### src/rtl/video_timing_pkg.sv
// video_timing_pkg: shared constants and helpers for the raster timing generator.
//   - 1280x720@60 CEA timing constants (defaults of video_timing_gen)
//   - 24-bit RGB payload type and the eight test-bar colours
//   - calc_total(): sums the four regions of a line or frame
package video_timing_pkg;

  localparam int unsigned H_ACTIVE_720 = 1280;
  localparam int unsigned H_FP_720     = 110;
  localparam int unsigned H_SYNC_720   = 40;
  localparam int unsigned H_BP_720     = 220;
  localparam int unsigned V_ACTIVE_720 = 720;
  localparam int unsigned V_FP_720     = 5;
  localparam int unsigned V_SYNC_720   = 5;
  localparam int unsigned V_BP_720     = 20;
  localparam int unsigned CNT_W_720    = 12;

  typedef struct packed {
    logic [7:0] r;
    logic [7:0] g;
    logic [7:0] b;
  } rgb_t;

  localparam rgb_t COLOR_WHITE   = 24'hFFFFFF;
  localparam rgb_t COLOR_YELLOW  = 24'hFFFF00;
  localparam rgb_t COLOR_CYAN    = 24'h00FFFF;
  localparam rgb_t COLOR_GREEN   = 24'h00FF00;
  localparam rgb_t COLOR_MAGENTA = 24'hFF00FF;
  localparam rgb_t COLOR_RED     = 24'hFF0000;
  localparam rgb_t COLOR_BLUE    = 24'h0000FF;
  localparam rgb_t COLOR_BLACK   = 24'h000000;

  // Total length of a line or frame from its four regions.
  function automatic int unsigned calc_total(input int unsigned active, input int unsigned fp,
                                             input int unsigned sync, input int unsigned bp);
    return active + fp + sync + bp;
  endfunction

  // Colour of bar number idx, left to right.
  function automatic rgb_t bar_color(input logic [2:0] idx);
    rgb_t c;
    case (idx)
      3'd0:    c = COLOR_WHITE;
      3'd1:    c = COLOR_YELLOW;
      3'd2:    c = COLOR_CYAN;
      3'd3:    c = COLOR_GREEN;
      3'd4:    c = COLOR_MAGENTA;
      3'd5:    c = COLOR_RED;
      3'd6:    c = COLOR_BLUE;
      default: c = COLOR_BLACK;
    endcase
    return c;
  endfunction

endpackage

### src/rtl/video_timing_gen_color_bar_gen.sv
// color_bar_gen: eight vertical colour bars tracked with a pixel counter and a
// 3-bit bar index, no divider.
// Optional macro VTG_SCROLL_EN adds a per-frame offset that scrolls the bars
// left by one pixel per frame.
// Ports:
//   clk, rst     clock, synchronous active-high reset
//   frame_tick   (VTG_SCROLL_EN only) last pixel of the frame
//   h_cnt        current horizontal count
//   de_i         current pixel is active video
//   rgb_c        colour of the current pixel (combinational)
module color_bar_gen
  import video_timing_pkg::*;
#(
  parameter int unsigned H_ACTIVE = H_ACTIVE_720,
  parameter int unsigned H_TOTAL  = 1650,
  parameter int unsigned CNT_W    = CNT_W_720
) (
  input  logic             clk,
  input  logic             rst,
`ifdef VTG_SCROLL_EN
  input  logic             frame_tick,
`endif
  input  logic [CNT_W-1:0] h_cnt,
  input  logic             de_i,
  output rgb_t             rgb_c
);

  localparam int unsigned BAR_W = H_ACTIVE / 8;

  logic [CNT_W-1:0] pix_cnt;
  logic [2:0]       bar_idx;
  logic [CNT_W-1:0] load_pix;
  logic [2:0]       load_idx;
  logic             line_end;

  assign line_end = (h_cnt == CNT_W'(H_TOTAL - 1));

`ifdef VTG_SCROLL_EN
  // Offset held as (pixel-in-bar, bar) so it can seed the counters directly;
  // the 3-bit bar part wraps at 8 bars = H_ACTIVE.
  logic [CNT_W-1:0] off_pix, off_pix_nxt;
  logic [2:0]       off_idx, off_idx_nxt;

  always_comb begin
    off_pix_nxt = off_pix;
    off_idx_nxt = off_idx;
    if (frame_tick) begin
      if (off_pix == CNT_W'(BAR_W - 1)) begin
        off_pix_nxt = '0;
        off_idx_nxt = off_idx + 3'd1;
      end else begin
        off_pix_nxt = off_pix + CNT_W'(1);
      end
    end
  end

  always_ff @(posedge clk) begin
    if (rst) begin
      off_pix <= '0;
      off_idx <= '0;
    end else begin
      off_pix <= off_pix_nxt;
      off_idx <= off_idx_nxt;
    end
  end

  // Next line starts from the offset that will be live for it.
  assign load_pix = off_pix_nxt;
  assign load_idx = off_idx_nxt;
`else
  assign load_pix = '0;
  assign load_idx = '0;
`endif

  // Counters describe the pixel at h_cnt; reloaded as the line wraps to h_cnt = 0.
  always_ff @(posedge clk) begin
    if (rst) begin
      pix_cnt <= '0;
      bar_idx <= '0;
    end else if (line_end) begin
      pix_cnt <= load_pix;
      bar_idx <= load_idx;
    end else if (de_i) begin
      if (pix_cnt == CNT_W'(BAR_W - 1)) begin
        pix_cnt <= '0;
        bar_idx <= bar_idx + 3'd1;
      end else begin
        pix_cnt <= pix_cnt + CNT_W'(1);
      end
    end
  end

  assign rgb_c = bar_color(bar_idx);

endmodule

### src/rtl/video_timing_gen.sv
// video_timing_gen: raster timing (hsync/vsync/de) plus 8-bar test pattern,
// one pixel per pixelclk, all outputs registered with one cycle of latency.
// Optional macro VTG_SCROLL_EN: bars scroll left one pixel per frame.
// Ports:
//   pixelclk, rst_p          clock, synchronous active-high reset
//   red/green/blue_dout      pixel colour, 0 during blanking
//   hsync, vsync             syncs at SYNC_POL active level
//   de                       active video
//   x_pos, y_pos             counter position of the output pixel
//   frame_start              pulse with pixel (0,0)
module video_timing_gen
  import video_timing_pkg::*;
#(
  parameter int unsigned H_ACTIVE = H_ACTIVE_720,
  parameter int unsigned H_FP     = H_FP_720,
  parameter int unsigned H_SYNC   = H_SYNC_720,
  parameter int unsigned H_BP     = H_BP_720,
  parameter int unsigned V_ACTIVE = V_ACTIVE_720,
  parameter int unsigned V_FP     = V_FP_720,
  parameter int unsigned V_SYNC   = V_SYNC_720,
  parameter int unsigned V_BP     = V_BP_720,
  parameter bit          SYNC_POL = 1'b1,
  parameter int unsigned CNT_W    = CNT_W_720
) (
  input  logic             pixelclk,
  input  logic             rst_p,
  output logic [7:0]       red_dout,
  output logic [7:0]       green_dout,
  output logic [7:0]       blue_dout,
  output logic             hsync,
  output logic             vsync,
  output logic             de,
  output logic [CNT_W-1:0] x_pos,
  output logic [CNT_W-1:0] y_pos,
  output logic             frame_start
);

  localparam int unsigned H_TOTAL = calc_total(H_ACTIVE, H_FP, H_SYNC, H_BP);
  localparam int unsigned V_TOTAL = calc_total(V_ACTIVE, V_FP, V_SYNC, V_BP);

  logic [CNT_W-1:0] h_cnt, v_cnt;
  logic             h_last, v_last;
  logic             de_i, hs_i, vs_i;
  rgb_t             rgb_c;

  assign h_last = (h_cnt == CNT_W'(H_TOTAL - 1));
  assign v_last = (v_cnt == CNT_W'(V_TOTAL - 1));

  // Raster counters.
  always_ff @(posedge pixelclk) begin
    if (rst_p) begin
      h_cnt <= '0;
      v_cnt <= '0;
    end else begin
      h_cnt <= h_last ? '0 : h_cnt + CNT_W'(1);
      if (h_last) v_cnt <= v_last ? '0 : v_cnt + CNT_W'(1);
    end
  end

  // Region decode.
  assign de_i = (h_cnt < CNT_W'(H_ACTIVE)) && (v_cnt < CNT_W'(V_ACTIVE));
  assign hs_i = (h_cnt >= CNT_W'(H_ACTIVE + H_FP)) && (h_cnt < CNT_W'(H_ACTIVE + H_FP + H_SYNC));
  assign vs_i = (v_cnt >= CNT_W'(V_ACTIVE + V_FP)) && (v_cnt < CNT_W'(V_ACTIVE + V_FP + V_SYNC));

`ifdef VTG_SCROLL_EN
  logic frame_end;
  assign frame_end = h_last && v_last;
`endif

  color_bar_gen #(
    .H_ACTIVE (H_ACTIVE),
    .H_TOTAL  (H_TOTAL),
    .CNT_W    (CNT_W)
  ) u_bars (
    .clk        (pixelclk),
    .rst        (rst_p),
`ifdef VTG_SCROLL_EN
    .frame_tick (frame_end),
`endif
    .h_cnt      (h_cnt),
    .de_i       (de_i),
    .rgb_c      (rgb_c)
  );

  // Output registers; everything lags the counters by exactly one cycle.
  always_ff @(posedge pixelclk) begin
    if (rst_p) begin
      red_dout    <= '0;
      green_dout  <= '0;
      blue_dout   <= '0;
      hsync       <= ~SYNC_POL;
      vsync       <= ~SYNC_POL;
      de          <= 1'b0;
      x_pos       <= '0;
      y_pos       <= '0;
      frame_start <= 1'b0;
    end else begin
      red_dout    <= de_i ? rgb_c.r : 8'h00;
      green_dout  <= de_i ? rgb_c.g : 8'h00;
      blue_dout   <= de_i ? rgb_c.b : 8'h00;
      hsync       <= ~(hs_i ^ SYNC_POL);
      vsync       <= ~(vs_i ^ SYNC_POL);
      de          <= de_i;
      x_pos       <= h_cnt;
      y_pos       <= v_cnt;
      frame_start <= (h_cnt == '0) && (v_cnt == '0);
    end
  end

endmodule

### config.mk
export PLATFORM = sky130hd
export DESIGN_NAME = video_timing_gen
export DESIGN_NICKNAME = d
export VERILOG_FILES = /design/src/rtl/video_timing_pkg.sv /design/src/rtl/video_timing_gen_color_bar_gen.sv /design/src/rtl/video_timing_gen.sv
export SDC_FILE = /design/constraint.sdc
export NUM_CORES = 1
export LEC_CHECK = 0
export ABC_CLOCK_PERIOD_IN_PS = 4650
export CORE_ASPECT_RATIO = 1.1
export CORE_MARGIN = 1
export CORE_UTILIZATION = 55
export CTS_CLUSTER_SIZE = 40
export DETAILED_ROUTE_END_ITERATION = 12
export PLACE_DENSITY = 0.81
export SETUP_SLACK_MARGIN = 0.1
export SLEW_MARGIN = 20
export SYNTH_ARGS = -nofsm -noshare
export SYNTH_HDL_FRONTEND = slang
export SYNTH_SLANG_ARGS = --single-unit
### constraint.sdc
create_clock -name pixelclk -period 4.65 [get_ports pixelclk]
set_input_delay 0.6975 -clock pixelclk [delete_from_list [all_inputs] [get_ports pixelclk]]
set_output_delay 0.6975 -clock pixelclk [all_outputs]
set_load 0.02 [all_outputs]
==> flow_summary.yaml <==
run_status:
  status: "complete, no violations"
timing:
  fin_ws_ns: 2.47
  clock_skew_ns: 0.00393
  tightestPinTransition_ns: 0.821
  setup_violations: 0
  fmax_ghz: 0.459
  hold_violations: 0
  slew_viol_final: 0
  layout_min_cycle_time_ns: 2.18
  period_share: 0.468
  hold_slack_ns: 0.479
  fin_setup_tns_ns: 0
  slew_headroom: 0.451
  rsz0062_at_grt: "false"
global_route:
  grt_pass1_wl_um: 11000
  globalRouteOverflowTotal: 0
  grt_max_degree: 34
  antenna_found_initial: 0
  grt_pass1_vias: 2435
  grtUsageTotal: 0.215
worst_hold_path:
  holdCritPathClass: "reg -> reg"
  whs_path_depth: 2
synth:
  synth_seq_cells: 70
  synth_common_cells: "dfxtp_1 (70), nor2_1 (28), buf_4 (22), nand2_1 (22), nor2b_1 (20)"
  synth-edff-count: 0
  async_flop_share: 0
  synthMostInstantiatedCell: "dfxtp_1"
  ys.flop_type: "dfxtp_1"
  syn_nets: 386
  synth_top_area_share: 0.421
  yosysTopAreaCell: "dfxtp_1"
  syn_avg_cell_area_um2: 8.98
  synth_warnings: 0
  synth_cells: 371
  ys_types: 43
  synth_area_um2: 3330
  synth_area_leaders: "dfxtp_1 (42%), buf_4 (5.0%), ha_1 (4.9%), nor2b_1 (3.8%), nor2_1 (3.2%)"
  ys_seq_area_frac: 0.421
route:
  routed_wl_um: 6540
  initialDrtViolationCount: 148
  drc: 0
  vias: 2727
  antenna_left: 0
  viasPerCell: 5.73
  wire_per_inst_um: 13.7
  dr.pass1.iters: 4
critical_path:
  critPathLaunchType: "flop"
  reg2reg_slack_ns: 2.47
  worst_ep_arrival_time_ns: 2.43
  crit_start: "h_cnt[1]"
  crit_path_end_kind: "flop"
  cp_data_required_time_ns: 4.90
  critical_path_class: "reg -> reg"
  path_max_fanout: 24
  critPathCapture: "u_bars.pix_cnt[0]"
  r2r.worst_path.cells: 6
  worstReg2RegEnd: "u_bars.pix_cnt[0]"
  rr_startpoint: "h_cnt[1]"
clock_tree:
  postCtsHoldBufs: 0
  clkSinkCount: 70
  post_cts_buffers: 0
  cts_tree: "built"
  root_buffer: "clkbuf_8"
  cts_buffers: 9
  clockBufferDepth: 2
  clkTransAtPathRegs_ns: 0.07
  cts_resized: 0
  clock_latency_ns: 0.34
  cts_max_level: 3
placed_design:
  dpl.hpwl_um: 4440
  post-place-ws_ns: 2.17
  place_congestion: 0.815
  io_buffer_count: 53
  place_inst: 460
  post_dp_cell_area_um2: 3700
layout:
  stdcell_area_um2: 3940
  regArea_um2: 1400
  final_cells: 476
  final_nets: 409
  finish.utilization: 0.678
  areaGrowthSynthToFinish_pct: 18.2
  n_antenna_cell: 0
  drive_above_1_share: 0.0627
  multiInputGateArea_um2: 1620
  fillers: 452
power_and_ir_drop:
  leakage_nw: 1.35
  power.density_nw_per_um2: 319
  p_total_mw: 1.26
  vdd_drop_max_v: 0.000270
floorplanning:
  dieArea_um2: 6370
  core-area_um2: 5810
  num_io_pins: 54
  dieWidth_um: 76.2
  num_rows: 29
  die_h_um: 83.6
  initial_core_util: 0.574
job:
  max-cap-violations: 0
==> power by group <==
part	total, mW	switching (mW)	internal [mW]	leakage [nW]
Sequential	0.617	0.00951	0.608	0.567
Combinational	0.0757	0.0424	0.0333	0.668
Clock	0.563	0.218	0.345	0.120
Total	1.26	0.270	0.987	1.35
==> cells in the final DEF, fill, tap and decap left out, drive strengths merged, types with 2 or more instances in the layout <==
cell type	count
xor2	3
inv	10
bufinv	2
and3	3
nor3b	2
nor2	28
nor3	11
nand3	16
o21ai	9
or4	14
o41ai	2
nand4	16
o31ai	14
nor2b	20
clkbuf	13
a211oi	7
and2	5
or3	7
ha	13
xnor2	8
clkdlybuf4s50	53
a31oi	3
mux2i	2
nand2b	2
a21oi	19
dfxtp	70
nand2	23
nor4	9
buf	2
and4	5
==> routing by layer <==
metal	GRT usage	wire length, um
met3	0.0372	312
met4	0.101	120
met2	0.348	3060
met5	0	0
met1	0.278	3050
==> registers in the layout, summed over array words and instances, names as in the netlist <==
signal	count
h_cnt	12
u_bars.pix_cnt	12
v_cnt	12
x_pos	12
y_pos	12
u_bars.bar_idx	3
blue_dout	1
de	1
frame_start	1
green_dout	1
hsync	1
red_dout	1
vsync	1
==> worst max-delay path, cell delays in order, from the launching register on <==
cell	delay, ns
dfxtp_1	0.43
inv_1	0.11
ha_1	0.21
and3b_1	0.24
nand3_1	0.18
nand2_1	0.51
a211oi_1	0.40
==> how the worst min path moves through the flow <==
stage	startpoint	endpoint	slack (ns)
after detailed placement	u_bars.bar_idx[2]	u_bars.bar_idx[2]	0.47
final	u_bars.pix_cnt[11]	u_bars.pix_cnt[11]	0.48
after floorplan	u_bars.pix_cnt[11]	u_bars.pix_cnt[11]	0.44
after global placement	u_bars.bar_idx[2]	u_bars.bar_idx[2]	0.46
after global routing	u_bars.bar_idx[2]	u_bars.bar_idx[2]	0.52
after CTS	u_bars.bar_idx[2]	u_bars.bar_idx[2]	0.48
==> layout make-up <==
class                   count  area share
clock inverters             3      0.0165
repair buffers             55       0.139
clock buffers              13      0.0429
flip-flops and latches     70       0.356
well taps                  77      0.0245
multi-input cells         248       0.412
inverters                  10     0.00953
==> kinds of logic after synthesis <==
family                   count (synthesis)  synth area share
AO/OA/AOI/OAI                           56             0.113
XOR/XNOR                                11            0.0289
adder cells (fa/ha/maj)                 13            0.0488
AND/OR/NAND/NOR                        166             0.290
buffers and inverters                   53            0.0924
multiplexers                             2           0.00601
flip-flops                              70             0.421
(Power assumes the default switching activity.)
==> patch 1: new RTL, same settings <==
`CNT_W_720`: 12 -> 18.
--- a/src/rtl/video_timing_pkg.sv
+++ b/src/rtl/video_timing_pkg.sv
@@ -12,7 +12,7 @@
   localparam int unsigned V_FP_720     = 5;
   localparam int unsigned V_SYNC_720   = 5;
   localparam int unsigned V_BP_720     = 20;
-  localparam int unsigned CNT_W_720    = 12;
+  localparam int unsigned CNT_W_720    = 18;
 
   typedef struct packed {
     logic [7:0] r;
Interface: changed (resized x_pos and y_pos); port bits go from 54 to 66. No check against the original RTL was run, so the function may have changed too.
==> patch 1 against the original RTL <==
First-iteration DRC count rose by 16%; clock skew rose by 8.3 ps; combinational power rose by 9.0%; design area rose by 29%; total power rose by 23%; global-route usage fell by 0.26 points; critical path depth fell by 1; wire length rose by 27%; sequential cell count rose by 30; synthesized area rose by 30%; critical endpoint is now u_bars.pix_cnt[3]; worst hold slack improved by 26 ps; via count rose by 19%; setup slack got worse by 760 ps; critical path type unchanged; largest cell class is now registers.
==> patch 1: results (changes against the original RTL) <==
Yosys
  – Synth unique cells: 47 (was 43)
  – Cell types with the highest counts after synthesis: 100 x dfxtp_1, 61 x nor2_1, 28 x nor2b_1, 28 x xnor2_1, 27 x nand2_1 (was 70 x dfxtp_1, 28 x nor2_1, 22 x buf_4, 22 x nand2_1, 20 x nor2b_1)
  – Synthesized net count: 491 (was 386)
  – Post-synthesis sequential area ratio: 46.3% (was 42.1%)
  – Yosys Warn Count: 0 (unchanged)
  – Synth area leaders: dfxtp_1 46%, xnor2_1 5.7%, nor2_1 5.3% (was dfxtp_1 42%, buf_4 5.0%, ha_1 4.9%)

Final layout
  – N_diodes: 0 (unchanged)
  – Share of cells above drive strength 1: 5.42% (was 6.27%)
  – Nets: 527 (was 409)

Global route
  – First-pass GRT wire length: 13700 µm (was 11000 µm)
  – GRT Util Overall: 21.3% (was 21.5%)
  – Largest net degree at the start of global routing: 42 (was 34)
  – Vias in the first global route: 3081 (was 2435)

Route
  – DRT Pass-1 Iters: 4 (unchanged)
  – Avg WL per Cell: 13.4 µm (was 13.7 µm)
  – Drt initial violations: 171 (was 148)
  – DR vias: 3251 (was 2727)

Placed design
  – DP HPWL: 5980 µm (was 4440 µm)
  – DP Worst Slack: 1740 ps (was 2170 ps)
  – Placed cell area: 4850 µm² (was 3700 µm²)
  – Placer congestion estimate: 0.846 (was 0.815)
  – Number of port buffers: 65 (was 53)

Critical path
  – Crit path max fanout: 18 (was 24)
  – Worst EP arrival: 3160 ps (was 2430 ps)

Clock tree
  – Worst-path clk slew: 100 ps (was 70 ps)
  – CTS Buf Count: 9 (unchanged)
  – Post-CTS Setup Inserts: 0 (unchanged)
  – Post_cts resized: 0 (unchanged)
  – Skew-Pair Late Insertion Delay: 360 ps (was 340 ps)
  – Root Buffer: clkbuf_8 (unchanged)
  – CTS max path bufs: 2 (unchanged)

Min path
  – Hold Crit Class: register to register (unchanged)

Power and ir drop
  – Pint: 1.17 mW (was 0.987 mW)
  – Worst vdd ir: 0.203 mV (was 0.270 mV)
  – Static Leak: 1.71 nW (was 1.35 nW)

STA
  – Clock skew: 12.2 ps (was 3.93 ps)
  – Final setup fails: 0 (unchanged)
  – Slew headroom: 34.2% (was 45.1%)

Status
  – Outcome: complete, no violations (unchanged)
## patch 1: metrics by stage
stage | util (%) | std cells | hold WS (ps)
after floorplan | - | 476 | 445
after global placement | 64.2 | 606 | 455
after detailed placement | 64.2 | 606 | 483
after CTS | 67.0 | 622 | 511
after global routing | 67.0 | 622 | 535
final | 67.0 | 622 | 505
## patch 1: cell families after synthesis
group / count (synthesis) / share of synthesized area [%]
xor gates and xnor gates: 37 / 7.49
and+or+nand+nor: 223 / 28.4
muxes: 4 / 0.925
adders and majority gates: 13 / 3.76
AOI/OAI and AO/OA: 41 / 5.49
buffers and inverters: 58 / 7.69
DFF: 100 / 46.3
## patch 1: worst paths after layout
path / from / to / slack, ps / cells past startpoint
worst max-delay path: v_cnt[11] / u_bars.pix_cnt[3] / 1720 / 5
worst min-delay path: h_cnt[0] / h_cnt[0] / 510 / 1
worst max register to register: v_cnt[11] / u_bars.pix_cnt[3] / 1720 / 5
worst min register to register: h_cnt[0] / h_cnt[0] / 510 / 1
## patch 1: cell type report
cell class / count / area (µm²)
sequential: 100 / 2000
fill: 626 / 2490
multi-input combinational: 318 / 1990
clock inverter: 6 / 76.3
clock buffer: 10 / 138
timing repair buffer: 66 / 658
tap: 105 / 131
inverter: 17 / 63.8
## patch 1: power by group through the flow
stage / Sequential (mW) / Combinational [mW] / Clock (mW)
after detailed placement: 0.893 / 0.0834 / 0
after CTS: 0.873 / 0.0837 / 0.594
after floorplan: 0.897 / 0.0562 / 0
after global routing: 0.876 / 0.0888 / 0.633
final: 0.873 / 0.0825 / 0.584
after global placement: 0.893 / 0.0816 / 0
## patch 1: layer usage
metal	vias to the layer above	share of wire (%)	GRT usage, %
li1	1666	-	-
met4	0	1.3	8.06
met5	-	0	0
met2	60	50	37.8
met1	1517	47	25.8
met3	8	2.5	3.55
## patch 1: critical path: stages (launching register included)
cell and delay, ps:
dfxtp_1 370, nor4_1 690, nand4_2 520, nor4_4 530, nand2b_1 550, nor2_1 130
==> patch 2: new RTL, same flow settings <==
Without the edit above. The output `green_dout` loses its register stage (`green_dout` becomes a continuous assignment).
--- a/src/rtl/video_timing_gen.sv
+++ b/src/rtl/video_timing_gen.sv
@@ -86,7 +86,6 @@
   always_ff @(posedge pixelclk) begin
     if (rst_p) begin
       red_dout    <= '0;
-      green_dout  <= '0;
       blue_dout   <= '0;
       hsync       <= ~SYNC_POL;
       vsync       <= ~SYNC_POL;
@@ -96,7 +95,6 @@
       frame_start <= 1'b0;
     end else begin
       red_dout    <= de_i ? rgb_c.r : 8'h00;
-      green_dout  <= de_i ? rgb_c.g : 8'h00;
       blue_dout   <= de_i ? rgb_c.b : 8'h00;
       hsync       <= ~(hs_i ^ SYNC_POL);
       vsync       <= ~(vs_i ^ SYNC_POL);
@@ -107,5 +105,7 @@
     end
   end
 
+  assign green_dout = de_i ? rgb_c.g : 8'h00;
+
 endmodule
 
Formal check against the unedited RTL: not equivalent (a bounded check fails within 4 cycles, from zero or initial values and one cycle with rst_p high).
==> patch 2 against the original RTL <==
Sequential cell count fell by 1; total power is 6.0% higher; synthesized area fell by 0.71%; setup slack worse by 1300 ps; highest routed layer unchanged; largest power group is now clock; design area grew 0.60%; wire length rose by 12%; core utilization up 0.84 points; clock power is 16% higher.
==> patch 2: results (changes against the original RTL) <==
Status
  – Outcome: complete, no violations (unchanged)

Global route
  – Met2 usage: 40.8% (was 34.8%)
  – First-pass GRT wire length: 12200 µm (was 11000 µm)
  – GRT Util Overall: 23.9% (was 21.5%)
  – Antenna violations before repair: 0 (unchanged)
  – M1 GR Usage: 28.1% (was 27.8%)
  – Largest net degree at the start of global routing: 25 (was 34)
  – Met3 global-route usage: 3.52% (was 3.72%)
  – Vias in the first global route: 2654 (was 2435)

Power and ir drop
  – Worst vdd ir: 0.212 mV (was 0.270 mV)
  – Static Leak: 1.44 nW (was 1.35 nW)
  – Tot Pwr: 1.33 mW (was 1.26 mW)
  – Clock network power share: 48.9% (was 44.8%)
  – Sw power: 0.278 mW (was 0.270 mW)
  – Seq pwr share: 45.8% (was 49.1%)

Route
  – WL final: 7290 µm (was 6540 µm)
  – DR vias: 2821 (was 2727)
  – Drt initial violations: 254 (was 148)
  – DRT Pass-1 Iters: 5 (was 4)

STA
  – Clock skew: 5.95 ps (was 3.93 ps)
  – Slack of the critical path: 1180 ps (was 2470 ps)
  – Worst-margin pin slew: 930 ps (was 821 ps)
  – Worst hold slack: 488 ps (was 479 ps)

Clock tree
  – CTS Buf Count: 9 (unchanged)
  – CTS max path bufs: 2 (unchanged)
  – Root Buffer: clkbuf_8 (unchanged)
  – Worst-path clk slew: 70 ps (about the same)
  – Post_cts resized: 0 (unchanged)
  – # clock sinks: 69 (was 70)
  – Post-CTS Setup Inserts: 0 (unchanged)
  – Maximum level of the CTS H-tree: 3 (unchanged)

Final layout
  – Nets: 405 (was 409)
  – Final Non-Filler Cells: 472 (was 476)
  – Share of cells above drive strength 1: 6.84% (was 6.27%)
  – FILL cells: 449 (was 452)

Placed design
  – DP HPWL: 4970 µm (was 4440 µm)
  – Placed Instances: 456 (was 460)
  – Placed cell area: 3680 µm² (was 3700 µm²)
  – Placer congestion estimate: 0.898 (was 0.815)
  – DP Worst Slack: 1530 ps (was 2170 ps)

Yosys
  – Synth area leaders: dfxtp_1 42%, buf_4 5.0%, ha_1 4.9% (unchanged)
  – Post-synth ARST share: 0% (unchanged)
  – Most used DFF post-synth: dfxtp_1 (unchanged)
  – Syn avg cell area: 9.01 µm² (was 8.98 µm²)
  – Post-synthesis sequential area ratio: 41.8% (was 42.1%)
  – Synth unique cells: 50 (was 43)
  – Cell types with the highest counts after synthesis: 69 x dfxtp_1, 26 x nor2_1, 23 x nand3_1, 22 x buf_4, 21 x nand2_1 (was 70 x dfxtp_1, 28 x nor2_1, 22 x buf_4, 22 x nand2_1, 20 x nor2b_1)
  – Synthesized net count: 382 (was 386)

Critical path
  – Crit path max fanout: 8 (was 24)
  – Worst EP arrival: 2770 ps (was 2430 ps)
  – R2r setup slk: 2260 ps (was 2470 ps)

Min path
  – Hold Crit Class: register to register (unchanged)
## patch 2: changes by cell type after synthesis, moves of 4 or more
cell,delta
and3_1,+4
buf_2,-5
nand3_1,+7
nand4_1,-5
nor4_1,-6
o22ai_1,+5
or4_1,-8
xnor2_1,-5
## patch 2: metal layers
| metal | vias up | routed length, µm |
|---|---|---|
| li1 | 1349 | - |
| met1 | 1321 | 2940 |
| met2 | 122 | 3730 |
| met3 | 29 | 388 |
| met4 | 0 | 232 |
| met5 | - | 0 |
## patch 2: path summary, 6_finish.rpt
check,from,to,cells after the start
setup / recovery,v_cnt[9],green_dout[7],5
hold / removal,u_bars.pix_cnt[11],u_bars.pix_cnt[11],2
setup reg to reg,h_cnt[1],v_cnt[11],6
hold reg to reg,u_bars.pix_cnt[11],u_bars.pix_cnt[11],2
## patch 2: cell families after synthesis
| family | synth area share, % |
|---|---|
| buffers and inverters | 9.34 |
| flip-flops | 41.8 |
| AO/OA/AOI/OAI | 14.2 |
| adder cells (fa/ha/maj) | 4.92 |
| XOR/XNOR | 2.12 |
| AND/OR/NAND/NOR | 26.4 |
| multiplexers | 1.21 |
## patch 2: cell type report
| cell class | instances | area, µm² | share of cell area (%) |
|---|---|---|---|
| Tap cell | 77 | 96.3 | 2.43 |
| Timing Repair Buffer | 54 | 538 | 13.6 |
| Multi-Input combinational cell | 243 | 1630 | 41.0 |
| Clock inverter | 6 | 134 | 3.38 |
| Clock buffer | 10 | 138 | 3.47 |
| Inverter | 13 | 48.8 | 1.23 |
| Sequential cell | 69 | 1380 | 34.9 |
## patch 2: worst max-delay path, stage by stage, from the launching register on
cell and delay [ps]:
dfxtp_1 400, a2111oi_4 450, o31a_2 290, nand2_1 170, nor2_1 410, clkdlybuf4s50_1 710
